**src/rtl/motor_pkg.sv**
```systemverilog
// Shared types and helpers for the motor plant model: FSM state encoding and
// the stall-counter width function used when MOTOR_PLANT_OVERTRAVEL_EN is defined.
package motor_pkg;

   typedef enum logic [1:0] {
      MOTOR_PLANT_IDLE    = 2'd0,
      MOTOR_PLANT_RISING  = 2'd1,
      MOTOR_PLANT_FALLING = 2'd2,
      MOTOR_PLANT_FAULT   = 2'd3
   } motor_state_t;

   // Bits needed to hold 0..cyc inclusive; never narrower than one bit.
   function automatic int unsigned ot_cnt_width(input int unsigned cyc);
      return (cyc < 1) ? 1 : $clog2(cyc + 1);
   endfunction

endpackage

```
**src/rtl/step_prescaler.sv**
```systemverilog
// Clock prescaler for the motor plant: emits one step pulse every STEP_DIV
// enabled clocks; clr discards any partial step.
module step_prescaler #(
   parameter int unsigned STEP_DIV = 4
) (
   input  logic clk,
   input  logic rst_n,
   input  logic en,
   input  logic clr,
   output logic step
);

   localparam int unsigned   CW   = (STEP_DIV > 1) ? $clog2(STEP_DIV) : 1;
   localparam logic [CW-1:0] LAST = CW'(STEP_DIV - 1);

   logic [CW-1:0] div_cnt;

   // NOTE: sequential state is only ever updated with non-blocking assignments.
   always_ff @(posedge clk) begin
      if (!rst_n || clr) begin
         div_cnt <= '0;
      end else if (en) begin
         div_cnt <= (div_cnt == LAST) ? '0 : div_cnt + 1'b1;
      end
   end

   assign step = en && !clr && (div_cnt == LAST);

endmodule

```
**src/rtl/motor_plant.sv**
```systemverilog
// Motor-plus-limit-switch plant: integrates position from motor_up/motor_dn and
// drives registered limit switches. Define MOTOR_PLANT_OVERTRAVEL_EN for the stall flag.
module motor_plant
   import motor_pkg::*;
#(
   parameter int unsigned POS_W          = 8,
   parameter int unsigned TRAVEL         = 200,
   parameter int unsigned STEP_DIV       = 4,
   parameter int unsigned START_POS      = 0,
   parameter int unsigned OVERTRAVEL_CYC = 16
) (
   input  logic             clk,
   input  logic             rst_n,
   input  logic             motor_up,
   input  logic             motor_dn,
   output logic             up_limit,
   output logic             dn_limit,
   output logic [POS_W-1:0] position,
   output logic             moving,
   output logic             fault,
   output logic             overtravel
);

   localparam logic [POS_W-1:0] TOP_POS = POS_W'(TRAVEL);
   localparam logic [POS_W-1:0] RST_POS = POS_W'(START_POS);
   localparam bit CFG_OK = (TRAVEL >= 1) && ((TRAVEL >> POS_W) == 0) && (STEP_DIV >= 1)
                           && (START_POS <= TRAVEL) && (OVERTRAVEL_CYC >= 1);

   motor_state_t     state;
   logic             fault_q;
   logic             run;
   logic             step_pulse;
   logic [POS_W-1:0] pos_up;
   logic [POS_W-1:0] pos_dn;

   // The prescaler only runs while the commanded direction is still held.
   assign run = ((state == MOTOR_PLANT_RISING)  && motor_up && !motor_dn) ||
                ((state == MOTOR_PLANT_FALLING) && motor_dn && !motor_up);
   assign pos_up = position + 1'b1;
   assign pos_dn = position - 1'b1;

   step_prescaler #(.STEP_DIV(STEP_DIV)) u_prescaler (
      .clk   (clk),
      .rst_n (rst_n),
      .en    (run),
      .clr   (!run),
      .step  (step_pulse)
   );

   always_ff @(posedge clk) begin
      if (!rst_n) begin
         state    <= MOTOR_PLANT_IDLE;
         position <= RST_POS;
         moving   <= 1'b0;
         fault_q  <= 1'b0;
         up_limit <= (RST_POS == TOP_POS);
         dn_limit <= (RST_POS == '0);
      end else begin
         unique case (state)
            MOTOR_PLANT_IDLE: begin
               if (motor_up && motor_dn) begin
                  state   <= MOTOR_PLANT_FAULT;
                  fault_q <= 1'b1;
               end else if (motor_up && (position < TOP_POS)) begin
                  state  <= MOTOR_PLANT_RISING;
                  moving <= 1'b1;
               end else if (motor_dn && (position != '0)) begin
                  state  <= MOTOR_PLANT_FALLING;
                  moving <= 1'b1;
               end
            end
            MOTOR_PLANT_RISING: begin
               if (motor_up && motor_dn) begin
                  state   <= MOTOR_PLANT_FAULT;
                  moving  <= 1'b0;
                  fault_q <= 1'b1;
               end else if (!motor_up) begin
                  state  <= MOTOR_PLANT_IDLE;
                  moving <= 1'b0;
               end else if (step_pulse && (position < TOP_POS)) begin
                  position <= pos_up;
                  up_limit <= (pos_up == TOP_POS);
                  dn_limit <= 1'b0;
                  if (pos_up == TOP_POS) begin
                     state  <= MOTOR_PLANT_IDLE;
                     moving <= 1'b0;
                  end
               end
            end
            MOTOR_PLANT_FALLING: begin
               if (motor_up && motor_dn) begin
                  state   <= MOTOR_PLANT_FAULT;
                  moving  <= 1'b0;
                  fault_q <= 1'b1;
               end else if (!motor_dn) begin
                  state  <= MOTOR_PLANT_IDLE;
                  moving <= 1'b0;
               end else if (step_pulse && (position != '0)) begin
                  position <= pos_dn;
                  dn_limit <= (pos_dn == '0);
                  up_limit <= 1'b0;
                  if (pos_dn == '0) begin
                     state  <= MOTOR_PLANT_IDLE;
                     moving <= 1'b0;
                  end
               end
            end
            MOTOR_PLANT_FAULT: begin
               if (!motor_up && !motor_dn) begin
                  state   <= MOTOR_PLANT_IDLE;
                  fault_q <= 1'b0;
               end
            end
         endcase
      end
   end

   // An out-of-range parameter set shows up as a permanent fault.
   assign fault = fault_q || !CFG_OK;

`ifdef MOTOR_PLANT_OVERTRAVEL_EN
   localparam int unsigned    OTW    = ot_cnt_width(OVERTRAVEL_CYC);
   localparam logic [OTW-1:0] OT_MAX = OTW'(OVERTRAVEL_CYC);

   logic           stall;
   logic [OTW-1:0] ot_cnt;
   logic [OTW-1:0] ot_nxt;

   assign stall  = (up_limit && motor_up && !motor_dn) || (dn_limit && motor_dn && !motor_up);
   assign ot_nxt = !stall ? '0 : (ot_cnt == OT_MAX) ? ot_cnt : ot_cnt + 1'b1;

   always_ff @(posedge clk) begin
      if (!rst_n) begin
         ot_cnt     <= '0;
         overtravel <= 1'b0;
      end else begin
         ot_cnt <= ot_nxt;
         if (ot_nxt == OT_MAX) overtravel <= 1'b1;
      end
   end
`else
   assign overtravel = 1'b0;
`endif

endmodule

```
**config.mk**
```make
export PLATFORM = sky130hd
export DESIGN_NAME = motor_plant
export DESIGN_NICKNAME = d
export VERILOG_FILES = /design/src/rtl/motor_pkg.sv /design/src/rtl/step_prescaler.sv /design/src/rtl/motor_plant.sv
export SDC_FILE = /design/constraint.sdc
export NUM_CORES = 1
export LEC_CHECK = 0
export ABC_AREA = 1
export BUFFER_PORTS_ARGS = -buffer_cell sky130_fd_sc_hd__buf_2
export CAP_MARGIN = 5
export CORE_UTILIZATION = 35
export CTS_BUF_LIST = sky130_fd_sc_hd__clkbuf_4 sky130_fd_sc_hd__clkbuf_8
export DETAILED_ROUTE_END_ITERATION = 16
export PLACE_DENSITY_LB_ADDON = 0.05
export SLEW_MARGIN = 20
export SYNTH_ARGS = -nofsm -noshare
export SYNTH_HDL_FRONTEND = slang
export SYNTH_HIERARCHICAL = 1
export SYNTH_SLANG_ARGS = --single-unit
```
**constraint.sdc**
```tcl
create_clock -name clk -period 2.12 [get_ports clk]
set_input_delay 0.106 -clock clk [delete_from_list [all_inputs] [get_ports clk]]
set_output_delay 0.106 -clock clk [all_outputs]
set_load 0.02 [all_outputs]
```
# Word-level counts from Yosys, hierarchy flattened
# Index checks and enable logic that the tools add are counted.
# W data, S select, Z words.
dict set report word_totals {
  reg_bits 16
  in_bits 4
  output_inout_bits 13
  wordCells 108
}
dict set report op_classes {
  n_addsub 3
  magnitude_cmp 1
  n_eq_ne 20
  mux 50
  n_reduce_logical 27
}
# cell n
set op_table {}
lappend op_table {{$mux W8} 6}
lappend op_table {{$mux W2} 13}
lappend op_table {{$mux W1} 25}
lappend op_table {{$ne A4 B2 Y1 const B} 4}
lappend op_table {{$pmux W8 S2} 1}
lappend op_table {{$reduce_and A7 Y1} 2}
lappend op_table {{$ne A2 B2 Y1 const B} 6}
lappend op_table {{$logic_and A1 B1 Y1} 11}
lappend op_table {{$add A8 B1 Y8 const B} 1}
lappend op_table {{$eq A8 B8 Y1 const B} 1}
lappend op_table {{$logic_not A8 Y1} 1}
lappend op_table {{$lt A8 B8 Y1 const B} 1}
lappend op_table {{$pmux W2 S4} 1}
lappend op_table {{$reduce_bool A8 Y1} 1}
lappend op_table {{$sub A8 B1 Y8 const B} 1}
lappend op_table {{$eq A2 B2 Y1 const B} 3}
lappend op_table {{$ne A2 B1 Y1 const B} 3}
lappend op_table {{$pmux W1 S2} 3}
lappend op_table {{$reduce_and A6 Y1} 1}
lappend op_table {{$logic_not A1 Y1} 4}
lappend op_table {{$ne A4 B4 Y1 const B} 1}
lappend op_table {{$ne A3 B3 Y1 const B} 1}
lappend op_table {{$pmux W1 S3} 1}
lappend op_table {{$reduce_bool A3 Y1} 1}
lappend op_table {{other kinds (7)} 8}

# Logic depth before layout (Yosys ltp)
dict set report depth {
  depth_word 10
  mapped_depth 17
  depth_no_buf 16
}

# By module
# The synthesis kept the hierarchy.
# module instances cells_per_inst area_per_inst_um2
set modules_own_cells {}
lappend modules_own_cells {motor_plant 1 211 1360.1}
lappend modules_own_cells {step_prescaler 1 15 107.6}

# Worst setup path before layout
# Ideal clock, no wire load.
dict set report synth_timing {
  path_type {register -> register}
  start {register state[0]}
  end {register position[1]}
  setup_time_ns 0.121
  t_arrival_ns 2.163
  setup_slack_ns -0.163
  path_stages_with_launch 16
  n_path_buf 2
  synth_period_minus_slack_ns 2.283
  path_cell_list {dfxtp_1 -> inv_1 -> ha_1 -> buf_2 -> nand2_1 -> nor2_1 -> nor2_1 -> inv_1 -> inv_1 -> nor3_2 -> nand2_1 -> o21ai_0 -> nand3_2 -> buf_6 -> o21ai_1 -> a21oi_1}
}
dict set report synth_via {
  elab_chain_cells 8
  word_cells_on_any_way 19
  cone_classes {eq/ne: 8; mux: 1; reduce/logical: 10}
}
# element line
set synth_lines {}
lappend synth_lines {{start, declared} motor_plant.sv:29} ;# motor_state_t state;
lappend synth_lines {{start signal, assigned} motor_plant.sv:52} ;# state <= MOTOR_PLANT_IDLE;
lappend synth_lines {{start signal, assigned} motor_plant.sv:62} ;# state <= MOTOR_PLANT_FAULT;
lappend synth_lines {{start signal, assigned} motor_plant.sv:65} ;# state <= MOTOR_PLANT_RISING;
lappend synth_lines {{$eq A2 B1 Y1 / $eq A2 B2 Y1 (equally long branches)} {motor_plant.sv:37, motor_plant.sv:38}}
lappend synth_lines {{$logic_and A1 B1 Y1 (on tied branches) (2 in series)} {motor_plant.sv:37, motor_plant.sv:38}}
lappend synth_lines {{$logic_or A1 B1 Y1 *} motor_plant.sv:37} ;# assign run = ((state == MOTOR_PLANT_RISING) && motor_up && !motor_dn) ||
lappend synth_lines {{named net run} motor_plant.sv:31} ;# logic run;
lappend synth_lines {{$logic_and A1 B1 Y1 *} step_prescaler.sv:27} ;# assign step = en && !clr && (div_cnt == LAST);
lappend synth_lines {{named net step_pulse} motor_plant.sv:32} ;# logic step_pulse;
lappend synth_lines {{$logic_and A1 B1 Y1 (on tied branches)} {motor_plant.sv:98, motor_plant.sv:80}}
lappend synth_lines {{$ne A2 B1 Y1 (no line)} --}
lappend synth_lines {{$reduce_and A7 Y1 (no line) *} --}
lappend synth_lines {{end signal, assigned} motor_plant.sv:81} ;# position <= pos_up;
lappend synth_lines {{end signal, assigned} motor_plant.sv:99} ;# position <= pos_dn;
lappend synth_lines {{end, declared} motor_plant.sv:18} ;# output logic [POS_W-1:0] position,
# Mark *: on every way through the listed nets, which the timed path passes. The rest lies on a longest branch.
# A chain may end at the register's enable or synchronous reset.

# Final worst setup path
dict set report layout_timing {
  start {register state[0]}
  end {register position[6]}
}
# The elaborated chain is that of the path after synthesis.

==> out/results.tsv <==
stage	metric	value	unit
status	status	finished clean	
power	p_sw_frac	0.511	
sta	timing.final.ws_setup	222	ps
route	drc	0	
clock_network	ctsHoldBuffers	0	
sta	period_needed	1900	ps
hold_path	hold_start	rst_n	
sta	holdWs	168	ps
synthesis	synthTopCellsByCount	nand2_1 (64), inv_1 (27), nand3_1 (19), dfxtp_1 (16), nor2_1 (16)	
clock_network	cts_buffers	3	
sta	skew	3.55	ps
clock_network	clock_latency	250	ps
route	drtIter0Drc	65	
synthesis	synth.distinct_cells	31	
layout	multi_input_area	1030	sq um
grt	grt_antenna_before_repair	0	
place	gp_congestion	0.808	
layout	fin_area	1770	sq um
route	wl_per_cell	11.9	um
power	p_leak	0.878	nW
sta	hold_viol	0	
sta	setup_viol	0	
critical_path	cp_top_family	simple AND/OR/NAND/NOR gates	
power	seq_power_share	0.224	
synthesis	syn_nets	242	
synthesis	avgSynthCellArea	6.49	sq um
layout	nNetsFinal	271	
clock_network	cts_tree	done	
layout	fin_util	0.441	
layout	drive_gt1_frac	0.273	
place	dp.cells	299	
place	place_area	1670	sq um
clock_network	cts_buffer_depth	2	
critical_path	r2r_slack	220	ps
synthesis	synth_most_common_cell	nand2_1	
critical_path	cp-end-kind	flip-flop	
place	dpl.hpwl	2.94	mm
power	power_density	1330	nW/um^2
sta	period_share	0.895	
synthesis	synthCells	226	
grt	grt_max_degree	13	
hold_path	hold_path_class	in2reg	
layout	seq_area	325	sq um
grt	grt_pass1_vias	1345	
synthesis	syn-cell-area	1470	sq um
hold_path	holdPathStages	2	
critical_path	cp_data_arrival_time	2030	ps
critical_path	critPathRequiredTime	2260	ps
flow_run	cap_violations	0	
route	viasPerCell	4.79	
die	dieArea	4460	sq um
clock_network	clkTransAtPathRegs	70	ps
sta	fin_setup_tns	0	ps
layout	area_growth	20.3	%
power	total_power	2.35	mW
power	peakVddDrop	615	uV
power	comb_power_share	0.676	
place	post-place-ws	71.8	ps
synthesis	synth_top_area_share	0.218	
synthesis	async_flop_share	0	
grt	gr-usage-all-layers	0.182	
critical_path	reg2reg_from	state[0]	
route	ant_nets	0	
critical_path	crit_path_max_fanout	8	
power	p_int	1.15	mW
route	num_vias	1452	
die	core	4000	sq um
critical_path	slowest_stage	dfxtp_4	
critical_path	crit_path_start_kind	flip-flop	
sta	slew_violations	0	
clock_network	h-tree-depth	1	
die	die_h	66.8	um
die	die_w	66.8	um
synthesis	yosys_warnings	6	
synthesis	synth-edff-count	0	
critical_path	reg2reg_depth	14	
sta	max_freq	0.527	GHz
critical_path	cpPeakStageDelay	360	ps
layout	n_antenna_cell	0	
critical_path	worst-path-buf-inv	4	
critical_path	criticalPathCategory	reg2reg	
route	wirelength	3.61	mm
synthesis	synth_seq_cells	16	
grt	grt_first_pass_wirelength	6.02	mm
synthesis	synth_ff_type	dfxtp_1	
power	pwr-share-clk	0.100	
die	start_util	0.367	
critical_path	cp_cell_sequence	inv_2 > ha_4 > nand2_2 > nor2_4 > nor2_2 > inv_1 > inv_1 > nor3_2 > nand2_1 > o21ai_2 > nand3_4 > buf_4 > nand2_1 > a21oi_1	
layout	fillCellCount	417	
hold_path	hold-path-endpoint	dn_limit	
layout	final_cells	303	
power	p_switching	1.20	mW
grt	gr-total-overflow	0	
clock_network	cts-root-buf	clkbuf_8	
place	portBuffers	15	
sta	rsz0062_at_grt	no	
synthesis	synth_area_leaders	dfxtp_1 (22%), nand2_1 (16%), ha_1 (10%)	
clock_network	clock-sinks	16	
die	io_pins	17	
route	first_pass_iters	4	
die	rows	23	
synthesis	synth_area_leader_cell	dfxtp_1	
critical_path	r2r_end	position[6]	
synthesis	yosysSeqAreaShare	0.218	
==> worst reg2reg max path: cells and delay by family (launching register included) <==
kind	cells	cell delay (ps)
and+or+nand+nor	7	650
buffers and inverters	4	390
DFF	1	360
AOI/OAI and AO/OA	2	250
adders and majority gates	1	130
==> worst max-delay path by stage <==
stage,start,end,slack (ps),cells after the start
5_1_grt,state[0],position[3],10,14
4_1_cts,state[0],position[6],60,14
6_report,state[0],position[6],220,14
3_3_place_gp,state[1],position[6],100,14
2_1_floorplan,state[0],position[1],3,15
3_5_place_dp,state[0],position[6],70,14
==> metal layers <==
metal / part of all wire / up-vias / track usage
met5: 0 / - / 0
met2: 0.48 / 22 / 0.302
li1: - / 782 / -
met3: 0.025 / 7 / 0.0223
met4: 0.019 / 0 / 0.0824
met1: 0.48 / 641 / 0.232
==> layout make-up <==
class	instances	share of cell area
repair buffers	31	0.111
multi-input cells	174	0.583
clock buffers	3	0.0234
flip-flops and latches	16	0.184
inverters	29	0.0631
well taps	50	0.0354
==> cell families after synthesis <==
logic type,count (synthesis),share of synthesized area
AO/OA/AOI/OAI,31,0.121
adder cells (fa/ha/maj),12,0.102
XOR/XNOR,2,0.0119
flip-flops,16,0.218
other,1,0.00256
AND/OR/NAND/NOR,128,0.431
buffers and inverters,36,0.113
==> power by group through the flow <==
stage	logic [mW]	registers, mW	clock network, mW
after floorplan	1.04	0.577	0
after global placement	1.55	0.517	0
after detailed placement	1.53	0.517	0
after CTS	1.53	0.510	0.247
after global routing	1.79	0.547	0.261
final	1.59	0.527	0.236
==> flip-flops by register name (all words and copies together), names as in the netlist <==
| signal | cells |
|---|---|
| u_prescaler/div_cnt | 2 |
| position | 8 |
| fault | 1 |
| state | 2 |
| up_limit | 1 |
| dn_limit | 1 |
| moving | 1 |
==> cell usage in the layout (no fill, tap or decap), types with 3 or more instances in the layout <==
cell type  Yosys  final
o211ai_1       3      3
buf_2          1     15
buf_4          2     16
nand2_2        5      6
nand4_1        7      7
a21oi_1       12     12
dfxtp_1       16     14
nor2_1        16     14
nand2_1       64     63
inv_1         27     24
clkbuf_8       0      3
nand3_2        4      3
inv_2          1      3
o21ai_0        8      6
o21ai_1        3      4
nor2_2         4      5
ha_1          12     10
nor2_4         5      6
nand3_1       19     19
==> timing repair <==
| item | in CTS | in global routing |
|---|---|---|
| setup endpoints to repair | 0 | 12 |
| buffers inserted | 0 | 1 |
| gates resized for setup | 0 | 16 |
Power figures use the tool's default switching activity.
